**src/rtl/mac_sequencer_if.sv**
```systemverilog
// mac_sequencer_if: operand stream, MAC drive and result bundle.
// Ports: in_* operand handshake, mac_* MAC drive/feedback, res_* result handshake.
// Modports: master = source/MAC/result-sink side, slave = sequencer.
interface mac_sequencer_if #(
    parameter int OP_W  = 2,
    parameter int ACC_W = 4,
    parameter int CNT_W = 4
);
    logic             in_valid;
    logic             in_ready;
    logic [OP_W-1:0]  in_a;
    logic [OP_W-1:0]  in_b;
    logic             in_last;
    logic [OP_W-1:0]  mac_a;
    logic [OP_W-1:0]  mac_b;
    logic             mac_en;
    logic             mac_clr;
    logic [ACC_W-1:0] mac_acc;
    logic             res_valid;
    logic             res_ready;
    logic [ACC_W-1:0] res_data;
    logic [CNT_W-1:0] res_count;

    modport master (
        output in_valid, in_a, in_b, in_last, mac_acc, res_ready,
        input  in_ready, mac_a, mac_b, mac_en, mac_clr,
        input  res_valid, res_data, res_count
    );

    modport slave (
        input  in_valid, in_a, in_b, in_last, mac_acc, res_ready,
        output in_ready, mac_a, mac_b, mac_en, mac_clr,
        output res_valid, res_data, res_count
    );
endinterface

```
**src/rtl/mac_sequencer.sv**
```systemverilog
// mac_sequencer: buffers operand pairs, frames each vector with a MAC clear,
// issues one pair per cycle and returns the accumulated dot product.
// Ports: clk, rst_n (async active-low), bus (mac_sequencer_if.slave).
module mac_sequencer #(
    parameter int OP_W  = 2,
    parameter int ACC_W = 4,
    parameter int DEPTH = 4,
    parameter int CNT_W = 4
) (
    input  logic          clk,
    input  logic          rst_n,
    mac_sequencer_if.slave bus
);
    localparam int PTR_W = (DEPTH > 1) ? $clog2(DEPTH) : 1;
    localparam int ENT_W = 2 * OP_W + 1;

    typedef enum logic [2:0] {
        IDLE,
        CLEAR,
        ISSUE,
        WAIT,
        RESULT
    } state_t;

    state_t state;
    state_t state_nx;

    logic [ENT_W-1:0] mem [DEPTH];
    logic [PTR_W-1:0] wr_ptr;
    logic [PTR_W-1:0] rd_ptr;
    logic [PTR_W:0]   used;
    logic             full;
    logic             empty;
    logic             push;
    logic             pop;
    logic             head_last;
    logic [OP_W-1:0]  head_a;
    logic [OP_W-1:0]  head_b;

    logic [OP_W-1:0]  mac_a_q;
    logic [OP_W-1:0]  mac_b_q;
    logic             mac_en_q;
    logic             mac_clr_q;
    logic [CNT_W-1:0] cnt;
    logic             res_valid_q;
    logic [ACC_W-1:0] res_data_q;
    logic [CNT_W-1:0] res_count_q;

    assign full  = (used == (PTR_W+1)'(DEPTH));
    assign empty = (used == '0);

    // No bypass: a full FIFO refuses even when popping this cycle.
    assign bus.in_ready = rst_n && !full;
    assign push = bus.in_valid && bus.in_ready;
    assign pop  = (state == ISSUE) && !empty;

    assign {head_last, head_a, head_b} = mem[rd_ptr];

    always_ff @(posedge clk) begin
        if (push) begin
            mem[wr_ptr] <= {bus.in_last, bus.in_a, bus.in_b};
        end
    end

    always_ff @(posedge clk or negedge rst_n) begin
        if (!rst_n) begin
            wr_ptr <= '0;
            rd_ptr <= '0;
            used   <= '0;
        end else begin
            if (push) begin
                wr_ptr <= wr_ptr + PTR_W'(1);
            end
            if (pop) begin
                rd_ptr <= rd_ptr + PTR_W'(1);
            end
            unique case ({push, pop})
                2'b10:   used <= used + (PTR_W+1)'(1);
                2'b01:   used <= used - (PTR_W+1)'(1);
                default: used <= used;
            endcase
        end
    end

    always_comb begin
        state_nx = state;
        unique case (state)
            IDLE:    if (!empty) state_nx = CLEAR;
            CLEAR:   state_nx = ISSUE;
            ISSUE:   if (pop && head_last) state_nx = WAIT;
            WAIT:    state_nx = RESULT;
            RESULT:  if (res_valid_q && bus.res_ready) state_nx = IDLE;
            default: state_nx = IDLE;
        endcase
    end

    always_ff @(posedge clk or negedge rst_n) begin
        if (!rst_n) begin
            state       <= IDLE;
            mac_a_q     <= '0;
            mac_b_q     <= '0;
            mac_en_q    <= 1'b0;
            mac_clr_q   <= 1'b0;
            cnt         <= '0;
            res_valid_q <= 1'b0;
            res_data_q  <= '0;
            res_count_q <= '0;
        end else begin
            state     <= state_nx;
            // Registered so the clear is visible exactly while in CLEAR.
            mac_clr_q <= (state_nx == CLEAR);
            mac_en_q  <= pop;
            mac_a_q   <= pop ? head_a : '0;
            mac_b_q   <= pop ? head_b : '0;

            if (state == CLEAR) begin
                cnt <= '0;
            end else if (pop && (cnt != '1)) begin
                cnt <= cnt + CNT_W'(1);
            end

            // First RESULT cycle: mac_acc now includes the last product.
            if (state == RESULT) begin
                if (!res_valid_q) begin
                    res_valid_q <= 1'b1;
                    res_data_q  <= bus.mac_acc;
                    res_count_q <= cnt;
                end else if (bus.res_ready) begin
                    res_valid_q <= 1'b0;
                end
            end
        end
    end

    assign bus.mac_a     = mac_a_q;
    assign bus.mac_b     = mac_b_q;
    assign bus.mac_en    = mac_en_q;
    assign bus.mac_clr   = mac_clr_q;
    assign bus.res_valid = res_valid_q;
    assign bus.res_data  = res_data_q;
    assign bus.res_count = res_count_q;
endmodule

```
**src/flat_wrapper.sv**
```systemverilog
// flat-port wrapper written by rule: the top's interface ports become plain ports
module mac_sequencer_flat 
#(
    parameter int OP_W  = 2,
    parameter int ACC_W = 4,
    parameter int DEPTH = 4,
    parameter int CNT_W = 4
)
  (clk, rst_n, bus_in_valid, bus_in_a, bus_in_b, bus_in_last, bus_mac_acc, bus_res_ready, bus_in_ready, bus_mac_a, bus_mac_b, bus_mac_en, bus_mac_clr, bus_res_valid, bus_res_data, bus_res_count);
  mac_sequencer_if #(.OP_W(OP_W), .ACC_W(ACC_W), .CNT_W(CNT_W)) bus_i ();
  input  logic clk;
  input  logic rst_n;
  input wire logic [$bits(bus_i.in_valid)-1:0] bus_in_valid;
  input wire logic [$bits(bus_i.in_a)-1:0] bus_in_a;
  input wire logic [$bits(bus_i.in_b)-1:0] bus_in_b;
  input wire logic [$bits(bus_i.in_last)-1:0] bus_in_last;
  input wire logic [$bits(bus_i.mac_acc)-1:0] bus_mac_acc;
  input wire logic [$bits(bus_i.res_ready)-1:0] bus_res_ready;
  output wire logic [$bits(bus_i.in_ready)-1:0] bus_in_ready;
  output wire logic [$bits(bus_i.mac_a)-1:0] bus_mac_a;
  output wire logic [$bits(bus_i.mac_b)-1:0] bus_mac_b;
  output wire logic [$bits(bus_i.mac_en)-1:0] bus_mac_en;
  output wire logic [$bits(bus_i.mac_clr)-1:0] bus_mac_clr;
  output wire logic [$bits(bus_i.res_valid)-1:0] bus_res_valid;
  output wire logic [$bits(bus_i.res_data)-1:0] bus_res_data;
  output wire logic [$bits(bus_i.res_count)-1:0] bus_res_count;
  assign bus_i.in_valid = bus_in_valid;
  assign bus_i.in_a = bus_in_a;
  assign bus_i.in_b = bus_in_b;
  assign bus_i.in_last = bus_in_last;
  assign bus_i.mac_acc = bus_mac_acc;
  assign bus_i.res_ready = bus_res_ready;
  assign bus_in_ready = bus_i.in_ready;
  assign bus_mac_a = bus_i.mac_a;
  assign bus_mac_b = bus_i.mac_b;
  assign bus_mac_en = bus_i.mac_en;
  assign bus_mac_clr = bus_i.mac_clr;
  assign bus_res_valid = bus_i.res_valid;
  assign bus_res_data = bus_i.res_data;
  assign bus_res_count = bus_i.res_count;
  mac_sequencer #(.OP_W(OP_W), .ACC_W(ACC_W), .DEPTH(DEPTH), .CNT_W(CNT_W)) u_core (.clk(clk), .rst_n(rst_n), .bus(bus_i));
endmodule
```
**config.mk**
```make
export PLATFORM = sky130hd
export DESIGN_NAME = mac_sequencer_flat
export DESIGN_NICKNAME = d
export VERILOG_FILES = /design/src/rtl/mac_sequencer_if.sv /design/src/rtl/mac_sequencer.sv /design/src/flat_wrapper.sv
export SDC_FILE = /design/constraint.sdc
export NUM_CORES = 1
export LEC_CHECK = 0
export BUFFER_PORTS_ARGS = -buffer_cell sky130_fd_sc_hd__buf_2
export CAP_MARGIN = 40
export CELL_PAD_IN_SITES_DETAIL_PLACEMENT = 1
export CELL_PAD_IN_SITES_GLOBAL_PLACEMENT = 1
export CORE_ASPECT_RATIO = 0.9
export CORE_MARGIN = 1
export CORE_UTILIZATION = 40
export CTS_BUF_LIST = sky130_fd_sc_hd__clkbuf_4
export DETAILED_ROUTE_END_ITERATION = 8
export PLACE_DENSITY = 0.78
export SKIP_LAST_GASP = 1
export SLEW_MARGIN = 40
export SYNTH_ARGS = -nofsm -noshare
export SYNTH_HDL_FRONTEND = slang
export SYNTH_SLANG_ARGS = --single-unit
```
**constraint.sdc**
```tcl
create_clock -name clk -period 1.8 [get_ports clk]
set_clock_uncertainty 0.05 [all_clocks]
set_input_delay 0.09 -clock clk [delete_from_list [all_inputs] [get_ports clk]]
set_output_delay 0.09 -clock clk [all_outputs]
set_load 0.01 [all_outputs]
```
---- Word level (Yosys, flattened, before mapping) ----
Memories as Yosys holds them, arrays and structs flattened.
Cells that the tools add are included.
storage, ports and cells
  output and inout port bits .............. 16
  word-level logic and storage cells ...... 54
  RAM bits ................................ 20
  input bits .............................. 13
  register bits ........................... 29
  memories kept ........................... 1
cells by class
  bitwise gates (word level) .............. 1
  multiplexer cells ....................... 13
  reductions and logical operators ........ 13
  equal/unequal tests ..................... 9
  add/sub/neg operators ................... 5
memory list
  memory      depth  bits a word  read ports  clocked after memory_dff  write ports  line                 RTL
  u_core.mem  4      5            1           0                         1            mac_sequencer.sv:28  logic [ENT_W-1:0] mem [DEPTH];
operators with widths
  operator                                                             count
  3-bit case mux with 5 select lines                                   1
  3-bit two-way mux                                                    3
  4-bit two-way mux                                                    2
  3-bit by 1-bit == test with 1-bit output (second input constant)     2
  3-bit by 2-bit == test with 1-bit output (second input constant)     2
  3-bit == test (second input constant)                                2
  1-bit logical AND                                                    6
  3-bit zero test                                                      2
  3-bit case mux with 2 select lines                                   1
  2-bit by 1-bit adder with 2-bit output (second input constant)       2
  4-bit by 1-bit adder with 4-bit output (second input constant)       1
  1-bit two-way mux                                                    4
  2-bit two-way mux                                                    2
  4-bit != test (second input constant)                                1
  2-bit nonzero test                                                   2
  3-bit by 1-bit adder with 3-bit output (second input constant)       1
  3-bit by 1-bit subtractor with 3-bit output (second input constant)  1
  2-bit by 1-bit == test with 1-bit output (second input constant)     1
  2-bit == test (second input constant)                                1
  1-bit zero test                                                      2
  2-bit AND reduction                                                  1
  1-bit NOT                                                            1

---- Depth between registers and ports, before layout ----
Gate-level depths: netlist of run 1.
  depth after elaboration ................. 7
  gate-level depth with buffers ........... 10
  depth with buffers taken out ............ 10

---- Worst setup path before layout of run 1 ----
No wires, ideal clock.
  path kind ............................... reg2reg
  start point ............................. register u_core.used[0]
  end point ............................... register u_core.used[2]
  cell stages (with the launch flop) ...... 11
  slack ................................... -197 ps
  arrival ................................. 1,868 ps
  cell sequence ........................... dfrtp_1 -> inv_1 -> a31oi_2 -> and2_1 -> inv_1 -> ha_1 -> inv_1 -> fa_1 -> xor2_1 -> nor2_1 -> xor2_1
on the way
  word-level cells in the longest chain between the ends .. 6
  elaborated cells on any way between the ends .. 13
ends and longest elaborated chain
  item                                                                              line                 RTL
  from (decl)                                                                       mac_sequencer.sv:31  logic [PTR_W:0] used;
  from (signal assigned)                                                            mac_sequencer.sv:78  2'b10: used <= used + (PTR_W+1)'(1);
  from (signal assigned)                                                            mac_sequencer.sv:79  2'b01: used <= used - (PTR_W+1)'(1);
  from (signal assigned)                                                            mac_sequencer.sv:80  default: used <= used;
  3-bit == test (*)                                                                 mac_sequencer.sv:49  assign full = (used == (PTR_W+1)'(DEPTH));
  1-bit zero test (*)                                                               mac_sequencer.sv:53  assign bus.in_ready = rst_n && !full;
  1-bit logical AND (*)                                                             mac_sequencer.sv:53
  named net bus_in_ready                                                            flat_wrapper.sv:19   output wire logic [$bits(bus_i.in_ready)-1:0] bus_in_ready;
  1-bit logical AND (*)                                                             mac_sequencer.sv:54  assign push = bus.in_valid && bus.in_ready;
  2-bit by 1-bit == test with 1-bit output / 2-bit == test (equally long branches)  mac_sequencer.sv:77  unique case ({push, pop})
  3-bit case mux with 2 select lines / 2-bit nonzero test (equally long branches)   n/a
Mark *: on every way through the listed nets, which the timed path passes. The rest lies on a longest branch.
A chain may end at the register's enable or synchronous reset.

---- Final worst setup path of run 1 ----
  start point ............................. register u_core.used[0]
  end point ............................... register u_core.used[2]
on the way
  word-level cells in the longest chain between the ends .. 6
  elaborated cells on any way between the ends .. 13
ends and longest elaborated chain
  item                                                                              line
  3-bit == test                                                                     mac_sequencer.sv:49
  1-bit zero test                                                                   mac_sequencer.sv:53
  1-bit logical AND                                                                 mac_sequencer.sv:53
  1-bit logical AND                                                                 mac_sequencer.sv:54
  2-bit by 1-bit == test with 1-bit output / 2-bit == test (equally long branches)  mac_sequencer.sv:77
  3-bit case mux with 2 select lines / 2-bit nonzero test (equally long branches)   n/a
Several ways; a longest one is shown, not always the timed one.

==> results of run 1 <==
## stage by stage
step	setup TNS, ns	std cells
5_1_grt	-0.271	261
4_1_cts	-0.149	259
6_report	-0.154	261
3_5_place_dp	-0.0950	237
3_3_place_gp	-0.00326	237
2_1_floorplan	-0.0404	132
## power groups by stage
stage                     Combinational [uW]  Clock (uW)  Sequential (uW)
after global placement                  1390           0             1750
after detailed placement                1500           0             1790
after floorplan                          925           0             1750
after global routing                    1770         611             1810
final                                   1610         544             1760
after CTS                               1580         560             1760
## placed cells by master (no fill, tap or decap), types with 2 or more instances in the layout
master          n
and2_2          4
mux4_2          5
mux2_2          9
dlygate4sd3_1  11
edfxtp_1       20
and3_1          4
nand3_1         3
inv_2           3
ha_1            5
inv_1           4
xor2_1          3
inv_4           4
clkbuf_4        5
nor2_1          5
a21oi_1         4
nand2_1         7
buf_2          28
xnor2_1         5
buf_4          20
nor2_4          2
dfrtp_1        29
## sequential cells by signal, summed over array words and instances (netlist names)
signal                count
u_core.mem               20
u_core.bus.res_count      4
u_core.bus.res_data       4
u_core.cnt                4
u_core.state              3
u_core.used               3
u_core.bus.mac_a          2
u_core.bus.mac_b          2
u_core.rd_ptr             2
u_core.wr_ptr             2
u_core.bus.mac_clr        1
u_core.bus.mac_en         1
u_core.bus.res_valid      1
## final timing paths
check,slack (ns),to,start,cells past startpoint
hold reg to reg,0.48,u_core.bus.res_count[2]$_DFFE_PN0P_,u_core.bus.res_count[2]$_DFFE_PN0P_,1
min in group asynchronous,0.20,u_core.cnt[2]$_DFFE_PN0P_,rst_n,3
setup reg to reg,-0.09,u_core.used[2]$_DFFE_PN0P_,u_core.used[0]$_DFFE_PN0P_,10
setup / recovery,-0.09,u_core.used[2]$_DFFE_PN0P_,u_core.used[0]$_DFFE_PN0P_,10
max in group asynchronous,1.20,u_core.wr_ptr[0]$_DFFE_PN0P_,rst_n,3
hold / removal,0.16,u_core.wr_ptr[0]$_DFFE_PN0P_,bus_in_valid,4
## what timing repair did
action	4_1_cts	5_1_grt
endpoints found under the setup margin	2	2
pin swaps	6	2
resized for setup	1	0
buffers inserted	3	2
hold buffers	11	0
endpoints found under the hold margin	55	0
## kinds of logic (layout without fill, tap and decap cells)
group                    count (synthesis)  after routing
buffers and inverters                   12             76
adder cells (fa/ha/maj)                  7              7
multiplexers                            15             15
AND/OR/NAND/NOR                         34             34
flip-flops                              49             49
XOR/XNOR                                 8              8
AO/OA/AOI/OAI                            7              7
## metal layers
layer  GRT usage  share of wire
met5           0              0
met4      0.0503          0.011
met3      0.0447          0.028
met2       0.321           0.54
met1       0.221           0.42
## layout make-up
cell class / count / area, sq um
repair buffers: 59 / 400
inverters: 9 / 38.8
fillers: 508 / 2270
multi-input cells: 71 / 684
clock inverters: 3 / 23.8
well taps: 65 / 81.3
flip-flops and latches: 49 / 1330
clock buffers: 5 / 37.5
## critical path, cell delays in order, from the launching register on
cell and delay, ns:
dfrtp_1 0.44, inv_2 0.09, a31oi_4 0.08, and2_4 0.16
inv_4 0.06, ha_4 0.14, inv_2 0.04, fa_2 0.33
xor2_1 0.16, nor2_1 0.11, xor2_1 0.16
==> impl_metrics.json, run 1 <==
{
  "worst_ep_arrival_time_ns": 2.15,
  "fin_crit_sh": 1.05,
  "p_comb_frac": 0.411,
  "maxSlewViolCount": 0,
  "grt_usage": 0.182,
  "outcome": "finished with violations",
  "dr.pass1.iters": 2,
  "n_antenna_cell": 0,
  "synth_area_per_cell_sq_um": 15.4,
  "fmaxAchievable_ghz": 0.529,
  "switchingPower_uw": 1390,
  "rows": 24,
  "cts_num_sinks": 49,
  "switching_share": 0.355,
  "design_area_sq_um": 2590,
  "route.detailed.wl_per_inst_microns": 16.4,
  "cp-start-kind": "register",
  "violations": "negative setup slack",
  "peakVddDrop_v": 0.000746,
  "synthSimpleGateAreaFrac": 0.110,
  "port_buffers": 28,
  "power.leakage_uw": 0.00117,
  "numCtsBuffers": 5,
  "yosysTopAreaCellShare": 0.357,
  "synthMuxAreaShare": 0.110,
  "clkPwrFrac": 0.139,
  "ant_nets": 0,
  "finalHoldViolations": 0,
  "route.detailed.drc": 0,
  "critPathKind": "reg2reg",
  "antenna_found_initial": 0,
  "vias": 1266,
  "dpl_worst_slack_ns": -0.0656,
  "ys_types": 32,
  "whs_ns": 0.155,
  "rsz0062_at_grt": "yes",
  "clk_pin_slew_worst_paths_ns": 0.16,
  "grt_pass1_wl_microns": 7240,
  "synthArstFlopShare": 0.592,
  "syn-instance-count": 132,
  "grt_pass1_vias": 1437,
  "synth_area_leader_cell": "dfrtp_1",
  "synth-adder-area-share": 0.0467,
  "tightest_slew_ns": 0.595,
  "max_cap_violations": 0,
  "setup_violations": 2,
  "slew_headroom": 0.602,
  "gp_congestion": 0.690,
  "synth-xor-area-share": 0.0344,
  "cts_htree_levels": 2,
  "synth_area_sq_um": 2030,
  "cts_max_path_buffers": 2,
  "synth_edf_count": 20,
  "ys.flop_type": "dfrtp_1",
  "die_area_sq_um": 5380,
  "ys_seq_area_frac": 0.652,
  "postRouteWirelength_microns": 4270,
  "io_pins": 29,
  "powerDensity_nw_per_um2": 1510,
  "synth_commonest_cells": "dfrtp_1, edfxtp_1, mux2_2",
  "synth_top_family_by_area": "simple AND/OR/NAND/NOR gates",
  "drt_iter0_markers": 61,
  "p_int_uw": 2520,
  "cts_tree": "built",
  "layout-drive-gt1-share": 0.454,
  "dieHeight_microns": 69.7,
  "start_util": 0.418,
  "clk-insertion-delay-late_ns": 0.38,
  "overflow": 0,
  "nets": 215,
  "synth_compound_area_frac": 0.0221,
  "ys_ff_latch": 49,
  "via_per_inst": 4.85,
  "hpwl_microns": 2910,
  "hp-class": "in2reg",
  "power_frac_seq": 0.450,
  "setup_slack_ns": -0.0915,
  "syn2layout_area_growth_pct": 27.4,
  "synthesis.nets": 152,
  "p_total_uw": 3910,
  "fin_crit_ns": 1.89,
  "core-area_sq_um": 4860,
  "grt_max_degree": 30,
  "cts_root_buffer": "clkbuf_4",
  "worstSetupEndpointType": "register",
  "die_w_microns": 77.2,
  "yosys_warnings": 0,
  "ys_top_cells_by_area": "dfrtp_1, edfxtp_1, mux4_2, mux2_2, ha_1",
  "required_ns": 2.06,
  "placement.cell_area_sq_um": 2380,
  "cp_max_fo": 3,
  "post-synth-top-count-cell": "dfrtp_1",
  "finish.utilization": 0.533
}
Power figures use the tool's default switching activity.
==> inputs of run 2 (changes only) <==
Settings changed: CTS_CLUSTER_DIAMETER set to 200, RECOVER_POWER set to 50.
==> run 2 against run 1 <==
Net effect:
- the run still ends with negative setup slack left
- die area unchanged
- largest power group unchanged
- cell area down 0.82%
- global-route usage stayed put
- setup slack better by 0.0037 ns
- largest cell class unchanged
- via count grew 0.39%
- highest routed layer unchanged
- combinational power barely moved
- clock power shrank 1%
- total power down 0.72%
==> impl_metrics.json, run 2 (synthesis results as in run 1) <==
{
  "route.detailed.drc": 0,
  "via_per_inst": 4.87,
  "outcome": "finished with violations",
  "core-area_sq_um": 4860,
  "power.leakage_uw": 0.00112,
  "numCtsBuffers": 5,
  "maxSlewViolCount": 0,
  "postRouteWirelength_microns": 4260,
  "overflow": 0,
  "grt_pass1_wl_microns": 7240,
  "r2r_slack_ns": -0.09,
  "vias": 1271,
  "hp-start": "bus_in_valid",
  "clkPwrFrac": 0.139,
  "antenna_found_initial": 0,
  "p_int_uw": 2500,
  "rows": 24,
  "r2r_cells": 10,
  "regArea_sq_um": 1330,
  "regMostFlops": "u_core.mem",
  "critPathLaunch": "u_core.used[0]$_DFFE_PN0P_",
  "rsz0062_at_grt": "yes",
  "grt_max_degree": 30,
  "min_path_cells": 4,
  "largest_reg_flops": 20,
  "peakVddDrop_v": 0.000739,
  "timing.critical_path.buf_inv": 3,
  "power_frac_seq": 0.454,
  "clk-insertion-delay-late_ns": 0.37,
  "start_util": 0.418,
  "switchingPower_uw": 1390,
  "fillers": 516,
  "p_total_uw": 3880,
  "crit_family": "adder cells",
  "p_comb_frac": 0.407,
  "ant_nets": 0,
  "max_cap_violations": 0,
  "design_area_sq_um": 2570,
  "cp_max_fo": 3,
  "cp-start-kind": "register",
  "die_area_sq_um": 5380,
  "timing.rr.start": "u_core.used[0]$_DFFE_PN0P_",
  "whs_endpoint": "u_core.wr_ptr[0]$_DFFE_PN0P_",
  "cts_num_sinks": 49,
  "gp_congestion": 0.690,
  "rr_endpoint": "u_core.used[2]$_DFFE_PN0P_",
  "cts_max_path_buffers": 2,
  "worstSetupEndpointType": "register",
  "port_buffers": 28,
  "fmaxAchievable_ghz": 0.530,
  "drt_iter0_markers": 64,
  "critPathMaxStageDelay_ns": 0.44,
  "setup_slack_ns": -0.0877,
  "crit_path_cell_trace": "inv_2, a31oi_4, and2_4, inv_4, ha_4, inv_2, fa_2, xor2_1, nor2_1, xor2_1",
  "slew_headroom": 0.515,
  "critPathKind": "reg2reg",
  "grt_usage": 0.182,
  "dr.pass1.iters": 4,
  "powerDensity_nw_per_um2": 1510,
  "hpwl_microns": 2910,
  "dieHeight_microns": 69.7,
  "cts_root_buffer": "clkbuf_4",
  "io_pins": 29,
  "route.detailed.wl_per_inst_microns": 16.3,
  "finalHoldViolations": 0,
  "nets": 215,
  "die_w_microns": 77.2,
  "slowest_stage": "dfrtp_1",
  "clk_pin_slew_worst_paths_ns": 0.15,
  "cts_tree": "built",
  "worst_ep_arrival_time_ns": 2.14,
  "hp-class": "in2reg",
  "setup_violations": 2,
  "required_ns": 2.05,
  "fin_crit_sh": 1.05,
  "layout-drive-gt1-share": 0.388,
  "syn2layout_area_growth_pct": 26.4,
  "tightest_slew_ns": 0.727,
  "grt_pass1_vias": 1437,
  "placement.cell_area_sq_um": 2380,
  "n_antenna_cell": 0,
  "fin_crit_ns": 1.89,
  "cts_htree_levels": 2,
  "layout_common_cells": "dfrtp_1, edfxtp_1, buf_4",
  "switching_share": 0.357,
  "multiInputGateArea_sq_um": 684,
  "final_common_cell": "dfrtp_1",
  "violations": "negative setup slack"
}
run 2: final cells by class:
type / instances / share of cell area
clock buffer: 5 / 0.0146
sequential: 49 / 0.516
inverter: 9 / 0.0151
clock inverter: 3 / 0.00925
tap: 65 / 0.0316
timing repair buffer: 59 / 0.147
multi-input combinational: 71 / 0.266
run 2: worst max-delay path by stage:
| stage | to | slack, ns | depth (start not counted) |
|---|---|---|---|
| after floorplan | u_core.used[2]$_DFFE_PN0P_ | -0.03 | 9 |
| after CTS | u_core.used[2]$_DFFE_PN0P_ | -0.09 | 9 |
| final | u_core.used[2]$_DFFE_PN0P_ | -0.09 | 10 |
| after detailed placement | u_core.used[2]$_DFFE_PN0P_ | -0.07 | 9 |
| after global placement | u_core.used[2]$_DFFE_PN0P_ | -0.003 | 9 |
| after global routing | u_core.used[2]$_DFFE_PN0P_ | -0.17 | 10 |
run 2: power by group through the flow:
| stage | Clock, uW | Combinational [uW] | Sequential (uW) |
|---|---|---|---|
| 6_report | 538 | 1580 | 1760 |
| 5_1_grt | 611 | 1750 | 1810 |
| 4_1_cts | 560 | 1580 | 1760 |
| 3_5_place_dp | 0 | 1500 | 1790 |
| 3_3_place_gp | 0 | 1390 | 1750 |
| 2_1_floorplan | 0 | 925 | 1750 |
run 2: repair_timing:
| action | CTS | global route |
|---|---|---|
| hold buffers | 11 | 0 |
| pin swaps | 6 | 2 |
| endpoints found under the setup margin | 2 | 2 |
| resized for setup | 1 | 0 |
| buffers inserted | 3 | 2 |
| hold endpoints to repair | 55 | 0 |
run 2: worst reg2reg max path, cell delays in order (launching register included):
cell and delay (ns):
dfrtp_1 0.44, inv_2 0.09, a31oi_4 0.08, and2_4 0.16
inv_4 0.06, ha_4 0.14, inv_2 0.04, fa_2 0.33
xor2_1 0.16, nor2_1 0.11, xor2_1 0.16
run 2: metal layers:
metal	up-vias	global-route usage	share of wire
met5	-	0	0
met4	0	0.0503	0.015
met3	6	0.0447	0.031
met2	27	0.321	0.53
met1	646	0.221	0.42
li1	592	-	-
run 2: stage by stage:
step                      utilization  instances   TNS, ns  setup WS [ns]  hold slack, ns
final                           0.529        261    -0.144        -0.0877           0.158
after global routing            0.529        261    -0.319         -0.167           0.152
after CTS                       0.530        259    -0.149        -0.0941           0.141
after detailed placement        0.489        237   -0.0950        -0.0656           0.101
after global placement          0.489        237  -0.00326       -0.00326          0.0890
after floorplan                     -        132   -0.0404        -0.0342          -0.256
